===== src/rtl/mt_sequencer_pkg.sv =====
// Shared timing-vector types and bit positions for the M/T sequencer and execute.
package mt_sequencer_pkg;

    localparam int SEQ_W = 6;

    typedef logic [SEQ_W-1:0] m_vec_t;
    typedef logic [SEQ_W-1:0] t_vec_t;

    localparam m_vec_t M_RESET = 6'b000001;
    localparam t_vec_t T_RESET = 6'b000001;

    localparam int M1_IDX = 0;
    localparam int M2_IDX = 1;
    localparam int M3_IDX = 2;
    localparam int M4_IDX = 3;
    localparam int M5_IDX = 4;
    localparam int M6_IDX = 5;

    localparam int T1_IDX = 0;
    localparam int T2_IDX = 1;
    localparam int T3_IDX = 2;
    localparam int T4_IDX = 3;
    localparam int T5_IDX = 4;
    localparam int T6_IDX = 5;

endpackage


===== src/rtl/mt_sequencer_onehot_rotate6.sv =====
// Six-bit one-hot rotating register; load returns to bit 0 and beats shift.
module onehot_rotate6
    import mt_sequencer_pkg::*;
(
    input  logic             clk,
    input  logic             rst,
    input  logic             load,
    input  logic             shift,
    output logic [SEQ_W-1:0] q,
    output logic             wrap
);

    always_ff @(posedge clk or posedge rst) begin
        if (rst)
            q <= 6'b000001;
        else if (load)
            q <= 6'b000001;
        else if (shift)
            q <= {q[SEQ_W-2:0], q[SEQ_W-1]};
    end

    // A shift from the top bit rolls back to bit 0.
    assign wrap = q[SEQ_W-1];

endmodule


===== src/rtl/mt_sequencer.sv =====
// Machine-cycle / T-state timing generator with WAIT stretching and bus-request parking.
module mt_sequencer
    import mt_sequencer_pkg::*;
(
    input  logic clk,
    input  logic reset,
    input  logic nextM,
    input  logic setM1,
    input  logic hold_wait,
    input  logic hold_busrq,
    output logic M1,
    output logic M2,
    output logic M3,
    output logic M4,
    output logic M5,
    output logic M6,
    output logic T1,
    output logic T2,
    output logic T3,
    output logic T4,
    output logic T5,
    output logic T6,
    output logic timings_en,
    output logic busack,
    output logic seq_err
);

    m_vec_t m_q;
    t_vec_t t_q;
    logic   m_wrap, t_wrap;
    logic   busack_q, seq_err_q;
    logic   req, wait_frz, bus_entry, adv;
    logic   m_load, m_shift, t_load, t_shift;
    logic   seq_err_d, busack_d;

    assign req       = nextM | setM1;
    assign wait_frz  = t_q[T2_IDX] & hold_wait & ~busack_q;
    assign bus_entry = ~busack_q & req & hold_busrq;

    // Bus-hold entry outranks WAIT, so the boundary action still lands.
    assign adv = ~busack_q & (~wait_frz | bus_entry);

    assign m_load  = adv & (setM1 | (nextM & m_wrap));
    assign m_shift = adv & nextM & ~setM1 & ~m_wrap;
    assign t_load  = adv & req;
    assign t_shift = adv & ~req;

    assign seq_err_d = adv & ((nextM & ~setM1 & m_wrap) | (~req & t_wrap));
    assign busack_d  = busack_q ? hold_busrq : bus_entry;

    onehot_rotate6 u_m (
        .clk   (clk),
        .rst   (reset),
        .load  (m_load),
        .shift (m_shift),
        .q     (m_q),
        .wrap  (m_wrap)
    );

    onehot_rotate6 u_t (
        .clk   (clk),
        .rst   (reset),
        .load  (t_load),
        .shift (t_shift),
        .q     (t_q),
        .wrap  (t_wrap)
    );

    always_ff @(posedge clk or posedge reset) begin
        if (reset) begin
            busack_q  <= 1'b0;
            seq_err_q <= 1'b0;
        end else begin
            busack_q  <= busack_d;
            seq_err_q <= seq_err_d;
        end
    end

    assign {M6, M5, M4, M3, M2, M1} = m_q;
    assign {T6, T5, T4, T3, T2, T1} = t_q;
    assign timings_en = ~(busack_q | (t_q[T2_IDX] & hold_wait));
    assign busack     = busack_q;
    assign seq_err    = seq_err_q;

endmodule


===== config.mk =====
export PLATFORM = sky130hd
export DESIGN_NAME = mt_sequencer
export DESIGN_NICKNAME = d
export VERILOG_FILES = /design/src/rtl/mt_sequencer_pkg.sv /design/src/rtl/mt_sequencer_onehot_rotate6.sv /design/src/rtl/mt_sequencer.sv
export SDC_FILE = /design/constraint.sdc
export NUM_CORES = 1
export LEC_CHECK = 0
export CAP_MARGIN = 40
export CORE_MARGIN = 1
export CORE_UTILIZATION = 48
export DETAILED_ROUTE_END_ITERATION = 10
export PLACE_DENSITY = 0.89
export SYNTH_ARGS = -nofsm -noshare
export SYNTH_HDL_FRONTEND = slang
export SYNTH_HIERARCHICAL = 1
export SYNTH_SLANG_ARGS = --single-unit

===== constraint.sdc =====
create_clock -name clk -period 4.55 [get_ports clk]
set_input_delay 1.365 -clock clk [delete_from_list [all_inputs] [get_ports clk]]
set_output_delay 1.365 -clock clk [all_outputs]
set_load 0.005 [all_outputs]

==> qor.yml <==
tritoncts: "yes"
post-cts-setup-buffers: 0
p_per_area_mw_per_mm2: 298
min_period_ns: 3.93
root_buffer: "clkbuf_4"
setup_viol: 0
cts_buffers: 3
final.setup_skew_ns: 0.00363
dr.first_iter.drc_count: 8
synth_cell_types: 18
worst_pin_slew_ns: 0.654
drc: 0
finalNetCount: 88
slew_headroom_pct: 56.1
grt_pass1_wl_mm: 1.97
vias: 513
cp_max_fo: 4
core_mm2: 0.00132
slew_viol_final: 0
worstPathRequired_ns: 3.18
crit_chain: "clkdlybuf4s50_1 -> and2_1 -> nor2_1 -> clkdlybuf4s50_1"
cts.sinks: 14
ant_nets: 0
cts_resized: 0
end_kind: "primary output"
status: "complete, no violations"
regToRegSetupSlack_ns: 2.95
syn-num-nets: 66
grt_use_total_pct: 19.3
path_buf_inv: 2
cp_top_family: "buffers and inverters"
clock_latency_ns: 0.28
cts_hold_buf: 0
io_pins: 21
start_kind: "input pin"
dieArea_mm2: 0.00160
start_util_pct: 52.5
grt_overflow_total: 0
h-tree-depth: 1
ys_seq_area_share_pct: 51.0
gp_congestion: 0.688
fin_crit_sh_pct: 86.5
n_antenna_cell: 0
wl_mm: 1.37
syn_inst: 60
dp_hpwl_um: 989
critPathKind: "input pin to primary output"
row_count: 13
antenna_found_initial: 0
finalPower_mw: 0.272
die_w_um: 40.0
ir_drop_uv: 203
drive_gt1_share_pct: 17.3
area_growth_pct: 32.0
wl_per_cell_um: 14.2
yosysWarnings: 6
layout_commonest_cell: "clkdlybuf4s50_1"
rsz0062_at_grt: "false"
ys_seq_elements: 14
hold_violations: 0
drv_cap: 0
synth_area_per_cell_um2: 11.5
crit_arrival_ns: 2.57
max_stage_delay_ns: 0.50
vias_per_cell: 5.34
cpMostUsedCell: "clkdlybuf4s50_1"
die_h_um: 40.0
grt_pass1_vias: 450
synth_area_um2: 692
hp-class: "flip-flop to flip-flop"
power.leakage_nw: 0.401
clock_path_buffers: 2
setup_tns_ns: 0
max_freq_ghz: 0.254
drt_pass1_iterations: 3
mostFrequentLayoutCells: "clkdlybuf4s50_1 (20), nor2_1 (12), dfrtp_1 (12)"
final_core_util_pct: 69.3
slowest_stage: "clkdlybuf4s50_1"
grt_max_degree: 9
port_buffers: 20
cts.clk_slew.worst_paths_ns: 0.08
## cell usage after synthesis (all sizes together)
master / count / area share [%]
inv: 3 / 1.6
nor3: 2 / 1.4
nor2b: 2 / 2.5
nor2: 12 / 6.5
nor4: 1 / 0.90
nand2b: 1 / 0.90
dfstp: 2 / 7.6
nand2: 1 / 0.90
o31a: 1 / 1.4
mux2i: 11 / 16
and2: 1 / 0.90
a21oi: 1 / 0.72
buf: 5 / 7.1
dfrtp: 12 / 43
and3b: 1 / 1.3
a211o: 2 / 2.5
a2111oi: 2 / 4.3
## path summary, 6_finish.rpt
kind                       depth (start not counted)          to  startpoint
setup / recovery                                   4  timings_en   hold_wait
hold / removal                                     2    u_m/q[2]    u_m/q[2]
setup reg to reg                                   5    u_m/q[5]    u_t/q[1]
hold reg to reg                                    2    u_m/q[2]    u_m/q[2]
max in group asynchronous                          2    u_m/q[0]       reset
min in group asynchronous                          2     seq_err       reset
## sequential cells by signal (all words and copies together) (netlist names)
register,count
seq_err,1
busack,1
u_m/q,6
u_t/q,6
## cell families after synthesis
family	Yosys count	synth area share, %
AND/OR/NAND/NOR	21	15.4
AO/OA/AOI/OAI	6	9.04
flip-flops	14	51.0
multiplexers	11	15.9
buffers and inverters	8	8.68
## final cells by class
class,count,area (µm²)
Multi-Input combinational cell,38,279
Tap cell,15,18.8
Inverter,3,11.3
Fill cell,103,404
Sequential cell,14,353
Clock buffer,4,36.3
Timing Repair Buffer,22,215
## stage by stage
stage	std cells	worst slack, ns	hold slack, ns	area, µm²
2_1_floorplan	60	1.54	0.505	692
3_3_place_gp	92	0.635	0.532	877
3_5_place_dp	92	0.614	0.539	877
4_1_cts	96	0.611	0.562	913
5_1_grt	96	0.567	0.586	913
6_report	96	0.615	0.555	913
## worst reg2reg max path, stage by stage, from the launching register on
cell	delay [ns]
dfrtp_1	0.43
and2_1	0.23
a2111oi_2	0.31
buf_4	0.24
mux2i_1	0.20
nor2_1	0.06
## metal layers
metal | vias up | part of all wire (%) | global-route usage [%] | wire length, µm
li1 | 248 | - | - | -
met1 | 250 | 48 | 26.9 | 654
met2 | 13 | 47 | 28.6 | 645
met3 | 2 | 3.9 | 3.33 | 53
met4 | 0 | 0.88 | 10.3 | 12
met5 | - | 0 | 0 | 0
## report_power, final
group | total [mW] | switching, mW | internal, mW | leakage, nW
registers | 0.138 | 0.00606 | 0.132 | 0.185
logic | 0.0458 | 0.0196 | 0.0262 | 0.195
clock network | 0.0882 | 0.0396 | 0.0486 | 0.0210
(Power assumes the default switching activity.)
